$ cat config.mk
export PLATFORM = sky130hd
export DESIGN_NAME = seq_digit_mul
export DESIGN_NICKNAME = d
export VERILOG_FILES = /design/src/rtl/seq_digit_mul_pkg.sv /design/src/rtl/seq_digit_mul_x2_accu_mul.sv /design/src/rtl/seq_digit_mul.sv
export SDC_FILE = /design/constraint.sdc
export NUM_CORES = 1
export LEC_CHECK = 0
export CAP_MARGIN = 20
export CORE_MARGIN = 3
export CORE_UTILIZATION = 45
export CTS_CLUSTER_SIZE = 10
export DETAILED_ROUTE_END_ITERATION = 8
export HOLD_SLACK_MARGIN = 0.02
export PLACE_DENSITY = 0.68
export SYNTH_ARGS = -nofsm -noshare
export SYNTH_HDL_FRONTEND = slang
export SYNTH_SLANG_ARGS = --single-unit
$ cat constraint.sdc
create_clock -name clk -period 4.75 [get_ports clk]
set_input_delay 1.425 -clock clk [delete_from_list [all_inputs] [get_ports clk]]
set_output_delay 1.425 -clock clk [all_outputs]
set_load 0.1 [all_outputs]
$ cat src/rtl/seq_digit_mul_pkg.sv
// Shared definitions for the sequential digit-serial multiplier.
//   DIGIT_W : width of one operand digit fed to the 2x2 multiplier
//   state_e : controller states IDLE / CALC / DONE
package seq_digit_mul_pkg;

  localparam int unsigned DIGIT_W = 2;

  typedef enum logic [1:0] {
    ST_IDLE = 2'd0,
    ST_CALC = 2'd1,
    ST_DONE = 2'd2
  } state_e;

endpackage

$ cat src/rtl/seq_digit_mul_x2_accu_mul.sv
// 2-bit x 2-bit exact unsigned multiplier (pure combinational).
//   a, b : 2-bit operands
//   p    : 4-bit product a*b
module x2_accu_mul (
  input  logic [1:0] a,
  input  logic [1:0] b,
  output logic [3:0] p
);

  logic a0b0, a1b0, a0b1, a1b1;

  always_comb begin
    a0b0 = a[0] & b[0];
    a1b0 = a[1] & b[0];
    a0b1 = a[0] & b[1];
    a1b1 = a[1] & b[1];
    p[0] = a0b0;
    p[1] = a1b0 ^ a0b1;
    // carry out of bit 1 feeds bit 2; it can only be set when all four bits are 1
    p[2] = a1b1 ^ (a1b0 & a0b1);
    p[3] = a1b1 & a1b0 & a0b1;
  end

endmodule

$ cat src/rtl/seq_digit_mul.sv
// Sequential unsigned multiplier that processes one pair of 2-bit digits per
// cycle through a single 2x2 multiplier, accumulating shifted partial products.
//   clk, resetn         : clock, asynchronous active-low reset
//   in_valid / in_ready : operand handshake (in_ready only in IDLE)
//   a, b                : WIDTH-bit unsigned operands
//   out_valid/out_ready : result handshake (result held while out_ready low)
//   product             : 2*WIDTH-bit result a*b
//   busy                : high while calculating or holding a result
module seq_digit_mul
  import seq_digit_mul_pkg::*;
#(
  parameter int unsigned WIDTH = 8
) (
  input  logic                 clk,
  input  logic                 resetn,
  input  logic                 in_valid,
  output logic                 in_ready,
  input  logic [WIDTH-1:0]     a,
  input  logic [WIDTH-1:0]     b,
  output logic                 out_valid,
  input  logic                 out_ready,
  output logic [2*WIDTH-1:0]   product,
  output logic                 busy
);

  localparam int unsigned D     = WIDTH / DIGIT_W;
  localparam int unsigned PW    = 2 * WIDTH;
  localparam int unsigned IDX_W = (D > 1) ? $clog2(D) : 1;
  localparam logic [IDX_W-1:0] LAST_IDX = IDX_W'(D - 1);

  state_e               state_q, state_d;
  logic [WIDTH-1:0]     a_q, a_d;
  logic [WIDTH-1:0]     b_q, b_d;
  logic [IDX_W-1:0]     i_q, i_d;   // a-digit index (upper counter half)
  logic [IDX_W-1:0]     j_q, j_d;   // b-digit index (lower counter half)
  logic [PW-1:0]        acc_q, acc_d;
  logic                 out_valid_q, out_valid_d;

  logic [DIGIT_W-1:0]   a_dig, b_dig;
  logic [2*DIGIT_W-1:0] pp;

  x2_accu_mul u_mul (
    .a (a_dig),
    .b (b_dig),
    .p (pp)
  );

  always_comb begin
    a_dig = DIGIT_W'(a_q >> (DIGIT_W * i_q));
    b_dig = DIGIT_W'(b_q >> (DIGIT_W * j_q));
  end

  always_comb begin
    state_d     = state_q;
    a_d         = a_q;
    b_d         = b_q;
    i_d         = i_q;
    j_d         = j_q;
    acc_d       = acc_q;
    out_valid_d = out_valid_q;

    case (state_q)
      ST_IDLE: begin
        if (in_valid) begin
          a_d     = a;
          b_d     = b;
          acc_d   = '0;
          i_d     = '0;
          j_d     = '0;
          state_d = ST_CALC;
        end
      end
      ST_CALC: begin
        acc_d = acc_q + (PW'(pp) << (DIGIT_W * (i_q + j_q)));
        // counter walks j fastest, then i; wrapping at D-1 keeps this correct
        // even when D is not a power of two
        if (j_q == LAST_IDX) begin
          j_d = '0;
          if (i_q == LAST_IDX) begin
            i_d         = '0;
            state_d     = ST_DONE;
            out_valid_d = 1'b1;
          end else begin
            i_d = i_q + IDX_W'(1);
          end
        end else begin
          j_d = j_q + IDX_W'(1);
        end
      end
      ST_DONE: begin
        if (out_ready) begin
          out_valid_d = 1'b0;
          state_d     = ST_IDLE;
        end
      end
      default: begin
        state_d     = ST_IDLE;
        out_valid_d = 1'b0;
      end
    endcase
  end

  always_ff @(posedge clk or negedge resetn) begin
    if (!resetn) begin
      state_q     <= ST_IDLE;
      a_q         <= '0;
      b_q         <= '0;
      i_q         <= '0;
      j_q         <= '0;
      acc_q       <= '0;
      out_valid_q <= 1'b0;
    end else begin
      state_q     <= state_d;
      a_q         <= a_d;
      b_q         <= b_d;
      i_q         <= i_d;
      j_q         <= j_d;
      acc_q       <= acc_d;
      out_valid_q <= out_valid_d;
    end
  end

  always_comb begin
    in_ready  = (state_q == ST_IDLE);
    busy      = (state_q != ST_IDLE);
    out_valid = out_valid_q;
    product   = acc_q;
  end

endmodule

==> results, run 1 <==
- The critical path in this run is classified as register to register.
- The cell area after synthesis is approximately 0.0026 mm2.
- In this run the critical register-to-register path is captured at product[15].
- The met3 routed wirelength is 216 um.
- The routed length on met2 is between 2000 and 3000 um.
- The detailed-route wire length is 5820 um.
- The actual transition at the worst max-transition pin is approximately 1 ns.
- The maximum number of pins on one net before global-route repair is 40.
- The area of the core is approximately 0.0056 mm2.
- During synthesis, Yosys emitted a total of 0 warnings.
- A synthesized cell averages about 9.6 um2.
- The hold violation total from the final report came to 0.
- The minimum setup slack among reg-to-reg paths is 0.65 ns.
- The die outline width is 82.3 um.
- Port buffering added 38 buffers.
- The final period utilization is a little under nine tenths.
- The total clock buffers created by CTS is 5.
- The number of levels in the clock H-tree is 2.
- For this design, the slowest cell found on the critical path is sky130_fd_sc_hd__mux4_2.
- In this design, the stage delay of the slowest critical-path cell is about 0.59 ns.
- Clock skew on the completed layout was measured at 0.0115 ns.
- The number of nets in the synthesized netlist is between 300 and 400.
- The die area is approximately 0.0068 mm2.
- The worst endpoint data arrival time is around 4.3 ns.
- The synthesized design contains 0 enable-type register cells.
- The signal on the critical path passes through mux4_2, and2_1, ha_1, xor2_1, nor2_1, a31oi_1, nor2b_1, ha_1, nand4b_1, a2111o_1, a211oi_1, or3_1, a21oi_1, a311o_1.
- At the worst endpoint, the required time is approximately 4.9 ns.
- After synthesis, the netlist uses between 40 and 50 different library cells.
- The buffer levels on the longest clock path is 2.
- The worst path needs 4.10 ns of the cycle, external delays included.
- The number of antenna violations at the first check in global routing is 0.
- In this run the clock root is driven by a sky130_fd_sc_hd__clkbuf_8.
- Relative to the synthesized area, the layout overhead comes to 20.5%.
- The post-layout instance area is approximately 0.0032 mm2.
- Clock-pin slew was measured on the worst setup and hold paths at around 0.090 ns.
- Setup violations remaining at the end of the flow were counted as 0.
- The congestion estimate from routability-driven global placement came to just over 0.9.
- The first global-routing pass estimated 9640 um of wire.
- The first routing iteration left 68 violations.
- In this run, post-CTS hold repair placed 0 buffers.
- The DRC violation count after routing is 0.
- The clock latency on the worst-skew pair is roughly 0.3 ns.
- The repair_antennas step left the layout with diodes totalling 0.
- The final cell count without fillers is about 380.
- The startpoint class of the critical path is a register.
- Including well taps, the total number of placed cells is between 300 and 400.
- The detailed router used layers up to and including met4.
- The launching instance or port of the critical path is j_q[0].
- The relative slew slack is 34.6%.
- Synthesis produced a netlist whose cell count is about 270.
- The number of gates resized after CTS was 0.
- The average via count per standard cell is 5.60.
- The cell area after placement is about 0.0030 mm2.
- CTS saw 39 sinks.
- Setup repair after global routing left no endpoint under its margin.
- Fill cells in the final layout number about 520.
- The startpoint of the worst register-to-register path is j_q[0].
- The run finished with clean final reports.
- The number of nets with antenna violations after routing is 0.
- Pin placement for this block handled 39 I/O pins.
- Row generation in the floorplan step produced 27 rows.
- In this run the worst path has a maximum fanout of 6.
- For this run, the leading register cell type out of synthesis is sky130_fd_sc_hd__dfrtp_1.
- Global routing used 18.7% of the available tracks.
- The flip-flop and latch count after synthesis is 39.
- The part of the Yosys area used for sequential elements is approximately 37%.
- The capture point of the critical path is product[15].
- For this configuration, the core starts out at a cell density of 47.0%.
- The via count of the first global-routing pass is about 2100.
- Global routing finished with a remaining overflow of 0.
- The total via count in the routed design is 2152.
- The share of async-settable or async-resettable flops after synthesis is 100%.
- The worst hold path belongs to the class register to register.
- Timing would allow up to 0.244 GHz.
- The TritonCTS clock tree is yes.
- In the final timing run, aggregate negative setup slack is 0 ns.
- At the end of the flow, the number of nets in the layout was ~350.
- By instance count, the cell type seen most on the critical path is sky130_fd_sc_hd__ha_1.
- The HPWL after detailed placement is roughly 4400 um.
- The cell count of the worst reg-to-reg path is 14.
- Dividing the detail-routed wire length by the instance count gives around 15 um.
- The first TritonRoute pass finished after 4 iterations.
- The ratio of cells with drive above 1 in the final layout is around 11%.
- The overall die height is slightly above 80 um.
- The total count of max-transition violations in the final report came to 0.
- Max-cap violations in this run came to 0.
- The worst setup path is captured at a register.
- Once the clock tree was built, the setup fixing pass inserted 0 buffers.
- The length of routed wiring on met1 is 2730 um.
-- kinds of logic after synthesis --
family          synth area share, %
compound gates                 17.9
xor+xnor                       2.01
fa+ha+maj                      10.6
buf+inv                        4.44
flops                          37.2
mux                            11.5
simple gates                   16.3
-- layer usage --
layer,vias to the layer above,global-route usage (%)
met5,-,0
met4,0,5.98
met3,8,4.12
met2,45,31.1
met1,1025,24.2
li1,1074,-
-- registers in the layout, indices dropped and copies added (netlist names) --
| register | count |
|---|---|
| a_q | 8 |
| b_q | 8 |
| i_q | 2 |
| j_q | 2 |
| out_valid | 1 |
| product | 16 |
| state_q | 2 |
-- worst min path at each step --
stage                    from   endpoint  slack [ns]  depth (start not counted)
global route        out_valid  out_valid        0.53                          1
detailed placement  out_valid  out_valid        0.49                          1
global placement    out_valid  out_valid        0.48                          1
CTS                 out_valid  out_valid        0.51                          1
floorplan              a_q[4]     a_q[4]        0.48                          1
finish              out_valid  out_valid        0.50                          1
-- final cells by class --
class	instances	area, um2	area share, %
flip-flops and latches	39	976	30.9
clock buffers	5	68.8	2.18
multi-input cells	210	1530	48.4
repair buffers	40	398	12.6
inverters	16	60.1	1.90
clock inverters	2	37.5	1.19
well taps	72	90.1	2.85
-- through the flow --
stage | utilization (%) | hold WS, ns | worst slack, ns
2_1_floorplan | - | 0.475 | 0.657
3_3_place_gp | 54.5 | 0.483 | 0.712
3_5_place_dp | 54.5 | 0.491 | 0.699
4_1_cts | 56.4 | 0.509 | 0.662
5_1_grt | 56.7 | 0.534 | 0.391
6_report | 56.7 | 0.504 | 0.652
-- cells in the final DEF, fill, tap and decap left out, types with 4 or more instances in the layout --
| cell | Yosys | layout |
|---|---|---|
| sky130_fd_sc_hd__a21oi_1 | 19 | 19 |
| sky130_fd_sc_hd__a31oi_1 | 4 | 4 |
| sky130_fd_sc_hd__a32o_1 | 4 | 4 |
| sky130_fd_sc_hd__and3_1 | 4 | 4 |
| sky130_fd_sc_hd__clkbuf_8 | 0 | 5 |
| sky130_fd_sc_hd__clkdlybuf4s50_1 | 0 | 37 |
| sky130_fd_sc_hd__dfrtp_1 | 39 | 39 |
| sky130_fd_sc_hd__ha_1 | 19 | 19 |
| sky130_fd_sc_hd__inv_1 | 16 | 16 |
| sky130_fd_sc_hd__mux2_2 | 17 | 17 |
| sky130_fd_sc_hd__mux4_2 | 4 | 4 |
| sky130_fd_sc_hd__nand2_1 | 32 | 32 |
| sky130_fd_sc_hd__nand2b_1 | 6 | 6 |
| sky130_fd_sc_hd__nor2_1 | 25 | 25 |
| sky130_fd_sc_hd__nor2b_1 | 5 | 5 |
| sky130_fd_sc_hd__o21ai_0 | 14 | 14 |
| sky130_fd_sc_hd__o22ai_1 | 6 | 6 |
| sky130_fd_sc_hd__o31ai_1 | 4 | 4 |
| sky130_fd_sc_hd__o32ai_1 | 4 | 4 |
-- cell usage after synthesis (all sizes together) (5+ instances only) --
master	n	area [um2]
o22ai	6	37.5
nor2	25	93.8
mux2	17	191
inv	16	60.1
nor2b	5	31.3
o21ai	14	70.1
clkbuf	6	22.5
ha	19	238
nand2b	6	37.5
nand2	32	120
dfrtp	39	976
a21oi	19	95.1
-- worst max-delay path: cells and delay by family (launching register included) --
kind,cells,cell delay [ns]
and+or+nand+nor,5,0.71
muxes,1,0.59
DFF,1,0.49
xor gates and xnor gates,1,0.22
AOI/OAI and AO/OA,5,1.42
adders and majority gates,2,0.54
Power of run 1 is left out: the tool's default activity adds up to more than one toggle a clock period on the data nets, which glitch-free logic cannot reach.
==> run 2, diff against run 1 <==
--- a/config.mk
+++ b/config.mk
@@ -6,12 +6,12 @@
 export NUM_CORES = 1
 export LEC_CHECK = 0
 export CAP_MARGIN = 20
-export CORE_MARGIN = 3
+export CORE_ASPECT_RATIO = 0.8
 export CORE_UTILIZATION = 45
 export CTS_CLUSTER_SIZE = 10
 export DETAILED_ROUTE_END_ITERATION = 8
 export HOLD_SLACK_MARGIN = 0.02
-export PLACE_DENSITY = 0.68
+export PLACE_DENSITY = 0.71
 export SYNTH_ARGS = -nofsm -noshare
 export SYNTH_HDL_FRONTEND = slang
 export SYNTH_SLANG_ARGS = --single-unit
==> results, run 2 (synthesized netlist as in run 1, its figures left out) <==
- Clock-pin slew was measured on the worst setup and hold paths at roughly 0.080 ns.
- The area of the core is roughly 0.0055 mm2.
- The total count of max-transition violations in the final report is 0.
- Setup repair after global routing left no endpoint under its margin.
- The fmax is approximately 0.24 GHz.
- The hold-fix buffer count after cts is 0.
- The tightest min-delay check is of the register to register type.
- In the final layout, the share of cells above drive strength 1 is a little under an eighth.
- The launch instance of the worst min-delay path is out_valid.
- The relative slew slack is roughly 34%.
- The clock sink count is 39.
- The number of top-level pins is 39.
- The overall die height is approximately 70 um.
- For hold timing, the worst endpoint is out_valid.
- In this run the critical register-to-register path is captured at product[15].
- The startpoint of the worst register-to-register path is i_q[0].
- Clock latency on the worst-skew pair, taken at its later pin, is a little under 0.3 ns.
- The cell count of the worst reg-to-reg path is 14.
- At the worst endpoint, the arrival time is 4.35 ns.
- The die area is approximately 0.006 mm2.
- The hold violation total from the final report is 0.
- The residual overflow from global routing is 0.
- The average via count per standard cell is 5.48.
- The die outline width is between 80 and 90 um.
- Data on the critical path is required at its endpoint by a little under 5 ns.
- The layout net count is approximately 350.
- The wire length per cell is 14.6 um.
- In the layout the commonest cells are 39 x sky130_fd_sc_hd__dfrtp_1, 37 x sky130_fd_sc_hd__clkdlybuf4s50_1, 32 x sky130_fd_sc_hd__nand2_1.
- The placement row count is 24.
- The final critical-path required period is approximately 4.2 ns.
- The register with the most flip-flops in the layout has 16 of them.
- Entering global routing, the biggest net connects 40 pins.
- The run finished with clean final reports.
- Fill cells in the final layout number 508.
- For the final database, setup skew stands at 0.00506 ns.
- The minimum setup slack among reg-to-reg paths is just under 0.6 ns.
- Post-CTS timing repair inserted 0 buffers for setup.
- The count of cells resized by post-cts repair is 0.
- Global routing used about a fifth of the available tracks across all layers.
- The quantity of I/O buffers inserted on ports is 38.
- The number of inserted diodes is 0.
- In this run the number of H-tree levels came out at 2.
- The number of antenna violations at the first check in global routing was 0.
- The smallest hold slack is between 0.4 and 0.5 ns.
- The first global-routing pass estimated between 9000 and 10000 um of wire.
- The most common cell after layout, fill and taps aside is sky130_fd_sc_hd__dfrtp_1.
- The via count of the first global-routing pass is 1974.
- The worst hold path stage count is 1.
- The largest driver fanout on the critical path is 6.
- Setup violations remaining at the end of the flow were counted as 0.
- For this block, the routed nets add up to between 5000 and 6000 um of wire.
- In the routed design, unresolved DRC markers number 0.
- Once detailed placement completed, the half-perimeter wirelength came to 4240 um.
- Across all setup checks in the final design, the least slack found is 0.587 ns.
- The type of destination of the critical path is a register.
- STA classifies the critical path startpoint as a register.
- The TritonCTS clock tree is yes.
- The total via count in the routed design is 2143.
- For the pin with the worst max-slew slack, the measured transition is 0.982 ns.
- The effective utilization at floorplan is a little under half.
- The final total negative setup slack is 0 ns.
- The library cell used as clock root buffer is sky130_fd_sc_hd__clkbuf_8.
- Counting along the longest clock path gives a buffer depth of 2.
- Across the run, the number of max-cap violations was 0.
- In this run the remaining antenna-violating nets after routing total 0.
- The number of placed instances, taps included, is between 300 and 400.
- The final cell count without fillers is approximately 390.
- OpenSTA, run right after detailed placement, puts the worst setup slack at about 0.66 ns.
- The total clock buffers created by CTS is 5.
- The congestion estimate from routability-driven global placement came to 0.851.
- The final period utilization is 87.7%.
- After the first detailed-routing iteration, the DRC count stood at between 100 and 150.
- Compared with the post-synthesis result, the final layout area differs by 21.4%.
- The first-pass iteration count of the detailed router is 4.
- The critical path class is register to register.
run 2: changes by cell type in the layout (fill, tap and decap cells not counted):
cell and delta:
sky130_fd_sc_hd__clkbuf_8 +1, sky130_fd_sc_hd__clkinvlp_4 -1, sky130_fd_sc_hd__inv_6 +1
run 2: per-stage QoR:
stage | area (um2) | util, %
after floorplan | 2620 | -
after global placement | 3050 | 55.1
after detailed placement | 3050 | 55.1
after CTS | 3170 | 57.3
after global routing | 3180 | 57.6
final | 3180 | 57.6
run 2: critical path, cell delays in order, from the launching register on:
cell and delay, ns:
sky130_fd_sc_hd__dfrtp_1 0.48, sky130_fd_sc_hd__mux4_2 0.60, sky130_fd_sc_hd__and2_2 0.23, sky130_fd_sc_hd__ha_1 0.18, sky130_fd_sc_hd__xor2_1 0.25, sky130_fd_sc_hd__nor2_1 0.08
sky130_fd_sc_hd__a31oi_1 0.26, sky130_fd_sc_hd__nor2b_1 0.09, sky130_fd_sc_hd__ha_1 0.34, sky130_fd_sc_hd__nand4b_1 0.17, sky130_fd_sc_hd__a2111o_1 0.50, sky130_fd_sc_hd__a211oi_1 0.30
sky130_fd_sc_hd__or3_1 0.19, sky130_fd_sc_hd__a21oi_1 0.07, sky130_fd_sc_hd__a311o_1 0.33
run 2: worst max-delay path by stage:
stage / from / to / slack (ns) / cells past startpoint
final: i_q[0] / product[15] / 0.59 / 14
after floorplan: state_q[0] / busy / 0.66 / 2
after detailed placement: i_q[0] / product[15] / 0.66 / 14
after global placement: i_q[0] / product[15] / 0.72 / 14
after global routing: i_q[0] / product[15] / 0.35 / 14
after CTS: i_q[0] / product[15] / 0.63 / 14
run 2: final cells by class:
type / instances / area (um2) / area share (%)
inverter: 16 / 60.1 / 1.89
multi-input combinational: 210 / 1530 / 48.1
tap: 78 / 97.6 / 3.07
clock inverter: 2 / 38.8 / 1.22
clock buffer: 6 / 82.6 / 2.60
timing repair buffer: 40 / 398 / 12.5
sequential: 39 / 976 / 30.7
run 2: layer usage:
layer / track usage [%] / vias up / part of all wire [%]
met5: 0 / - / 0
met4: 5.46 / 0 / 1.2
met3: 3.78 / 7 / 5.5
met2: 28.0 / 59 / 41
met1: 32.6 / 1005 / 52
li1: - / 1072 / -
Power of run 2 is left out for the same reason.
==> run 3, diff against run 2 <==
--- a/config.mk
+++ b/config.mk
@@ -8,10 +8,10 @@
 export CAP_MARGIN = 20
 export CORE_ASPECT_RATIO = 0.8
 export CORE_UTILIZATION = 45
-export CTS_CLUSTER_SIZE = 10
 export DETAILED_ROUTE_END_ITERATION = 8
 export HOLD_SLACK_MARGIN = 0.02
 export PLACE_DENSITY = 0.71
+export SKIP_CTS_REPAIR_TIMING = 1
 export SYNTH_ARGS = -nofsm -noshare
 export SYNTH_HDL_FRONTEND = slang
 export SYNTH_SLANG_ARGS = --single-unit
==> constraint.sdc (replaced) <==
create_clock -name clk -period 4.75 [get_ports clk]
set_input_delay 0.475 -clock clk [delete_from_list [all_inputs] [get_ports clk]]
set_output_delay 0.475 -clock clk [all_outputs]
set_load 0.1 [all_outputs]
==> results, run 3 (synthesized netlist as in run 1, its figures left out) <==
- The run finished with clean final reports.
- The worst path meets setup with about 0.6 ns of slack.
- The fmax is around 0.24 GHz.
- In this run the tightest slew margin relative to its limit is between 30% and 40%.
- The maximum number of pins on one net before global-route repair is 40.
- The clock passes through at most 2 buffers.
- TritonCTS built the clock tree.
- The area of the core is approximately 0.0055 mm2.
- The routed layout has 2143 vias.
- The quantity of I/O buffers inserted on ports is 38.
- The area taken by flip-flops and latches is approximately 980 um2.
- The die area is 0.00614 mm2.
- The layout net count is 353.
- The number of max-cap violations is 0.
- In the final routed layout, each cell accounts on average for 14.7 um.
- The detailed router finished its first iteration with about 160 violations.
- The area of the multi-input gates is 0.00153 mm2.
- The hold violation total from the final report is 0.
- The met2 global-route usage is a little under a third.
- Once layout is complete, the utilization of the core stands at 57.0%.
- Counting the buffers created by CTS gives 5.
- The clock sink count is 39.
- The pre-antenna-repair detailed-routing pass consisted of 4 iterations.
- The final setup violation count is 0.
- The worst hold path belongs to the class input pin to asynchronous set/reset pin.
- In the layout the commonest cells are 39 x sky130_fd_sc_hd__dfrtp_1, 37 x sky130_fd_sc_hd__clkdlybuf4s50_1, 32 x sky130_fd_sc_hd__nand2_1.
- The met1 global-route usage is between 30% and 40%.
- Once detailed placement completed, the half-perimeter wirelength came to ~4200 um.
- The critical path class is register to register.
- OpenSTA, run right after detailed placement, puts the worst setup slack at 0.703 ns.
- The required time of the critical path is 4.94 ns.
- The synthesis-to-layout area growth is 20.1%.
- The worst setup path is captured at a register.
- The number of flip-flops in the largest register is 16.
- Counting stages on the worst path, the most repeated cell is sky130_fd_sc_hd__ha_1.
- The detail route stage leaves a number of antenna-violating nets equal to 0.
- Setup repair after global routing left no endpoint under its margin.
- The overall die height is approximately 70 um.
- The number of buffers and inverters on the critical path is 0.
- Global routing consumed, on the met3 layer, under 10% of the routing resources.
- The placement row count is 24.
- The largest driver fanout on the critical path is 6.
- The via count of the first global-routing pass is 2074.
- The routed design could run at a clock period as short as roughly 4.2 ns.
- The first global-routing pass estimated 10100 um of wire.
- For this run, the slowest stage of the critical path takes 0.60 ns.
- The number of antenna violations at the first check in global routing is 0.
- STA classifies the critical path startpoint as a register.
- For the final routed database, the setup TNS stands at 0 ns.
- For this run, design rule violations remaining after detail routing come to 0.
- The final period utilization is just under 90%.
- The total count of max-transition violations in the final report is 0.
- In the final layout, the share of cells above drive strength 1 is 11.5%.
- The effective utilization at floorplan is approximately 47%.
- The clock tree synthesis step divided the H-tree into 2 levels.
- The routed design has approximately 5700 um of wire.
- The number of top-level pins is 39.
- Clock-pin slew was measured on the worst setup and hold paths at 0.08 ns.
- Global routing consumed, over all layers together, 21.1% of the routing resources.
- The actual transition at the worst max-transition pin is between 0.9 and 1 ns.
- The die outline width is roughly 87 um.
- After global routing, the most crowded layer is met1.
- The worst endpoint data arrival time is around 4.3 ns.
- Dividing the detail-routed via count by the number of cells gives ~5.5.
- The worst clock skew is around 0.0067 ns.
- Global routing finished with a remaining overflow of 0.
- The library cell used most frequently in the layout, excluding fill and tap cells, is sky130_fd_sc_hd__dfrtp_1.
- The number of inserted diodes is 0.
- The slowest stage of the critical path is the sky130_fd_sc_hd__mux4_2 cell.
- The final weighted congestion of routability-driven global placement is around 0.86.
- The filler cell count in the final layout is ~510.
- The clock latency on the worst-skew pair is about 0.30 ns.
- The critical path goes through mux4_2, and2_2, ha_1, xor2_1, nor2_1, a31oi_1, nor2b_1, ha_1, nand4b_1, a2111o_1, a211oi_1, or3_1, a21oi_1, a311o_1.
- The library cell used as clock root buffer is sky130_fd_sc_hd__clkbuf_8.
- The tightest hold path in the finished design has a slack of between 0.2 and 0.3 ns.
- The kind of cell adding the most delay to the critical path is compound AO/OA/AOI/OAI gates.
-- run 3: cell count changes in the layout (fill, tap and decap cells not counted) --
cell | previous run | this run
sky130_fd_sc_hd__clkinvlp_4 | 0 | 2
sky130_fd_sc_hd__bufinv_16 | 1 | 0
sky130_fd_sc_hd__clkbuf_8 | 6 | 5
sky130_fd_sc_hd__clkinv_2 | 0 | 1
sky130_fd_sc_hd__inv_6 | 1 | 0
-- run 3: layout make-up --
cell class	instances	share of cell area, %
multi-input combinational	210	48.5
timing repair buffer	40	12.6
tap	78	3.10
clock buffer	5	2.19
inverter	16	1.91
sequential	39	31.0
clock inverter	3	0.636
-- run 3: worst register-to-register path, cell delays in order (launching register included) --
cell and delay (ns):
sky130_fd_sc_hd__dfrtp_1 0.48, sky130_fd_sc_hd__mux4_2 0.60, sky130_fd_sc_hd__and2_2 0.22, sky130_fd_sc_hd__ha_1 0.18
sky130_fd_sc_hd__xor2_1 0.29, sky130_fd_sc_hd__nor2_1 0.09, sky130_fd_sc_hd__a31oi_1 0.25, sky130_fd_sc_hd__nor2b_1 0.09
sky130_fd_sc_hd__ha_1 0.34, sky130_fd_sc_hd__nand4b_1 0.16, sky130_fd_sc_hd__a2111o_1 0.50, sky130_fd_sc_hd__a211oi_1 0.28
sky130_fd_sc_hd__or3_1 0.18, sky130_fd_sc_hd__a21oi_1 0.06, sky130_fd_sc_hd__a311o_1 0.32
-- run 3: final timing paths --
kind,slack (ns),startpoint,cells after the start,endpoint
min in group clk,0.51,b_q[3],1,b_q[3]
worst min register to register,0.51,b_q[3],1,b_q[3]
worst max-delay path,0.59,i_q[0],14,product[15]
worst max register to register,0.59,i_q[0],14,product[15]
max in group asynchronous,3.90,resetn,1,b_q[6]
worst min-delay path,0.29,resetn,1,product[2]
-- run 3: through the flow --
step / instances / cell area, um2
finish: 391 / 3150
global route: 391 / 3150
CTS: 390 / 3130
detailed placement: 382 / 3050
global placement: 382 / 3050
floorplan: 274 / 2620
-- run 3: metal layers --
metal  wire [um]  share of wire, %
met1        3000                52
met2        2520                44
met3         174               3.0
met4          51              0.89
met5           0                 0
Power of run 3 is left out for the same reason.
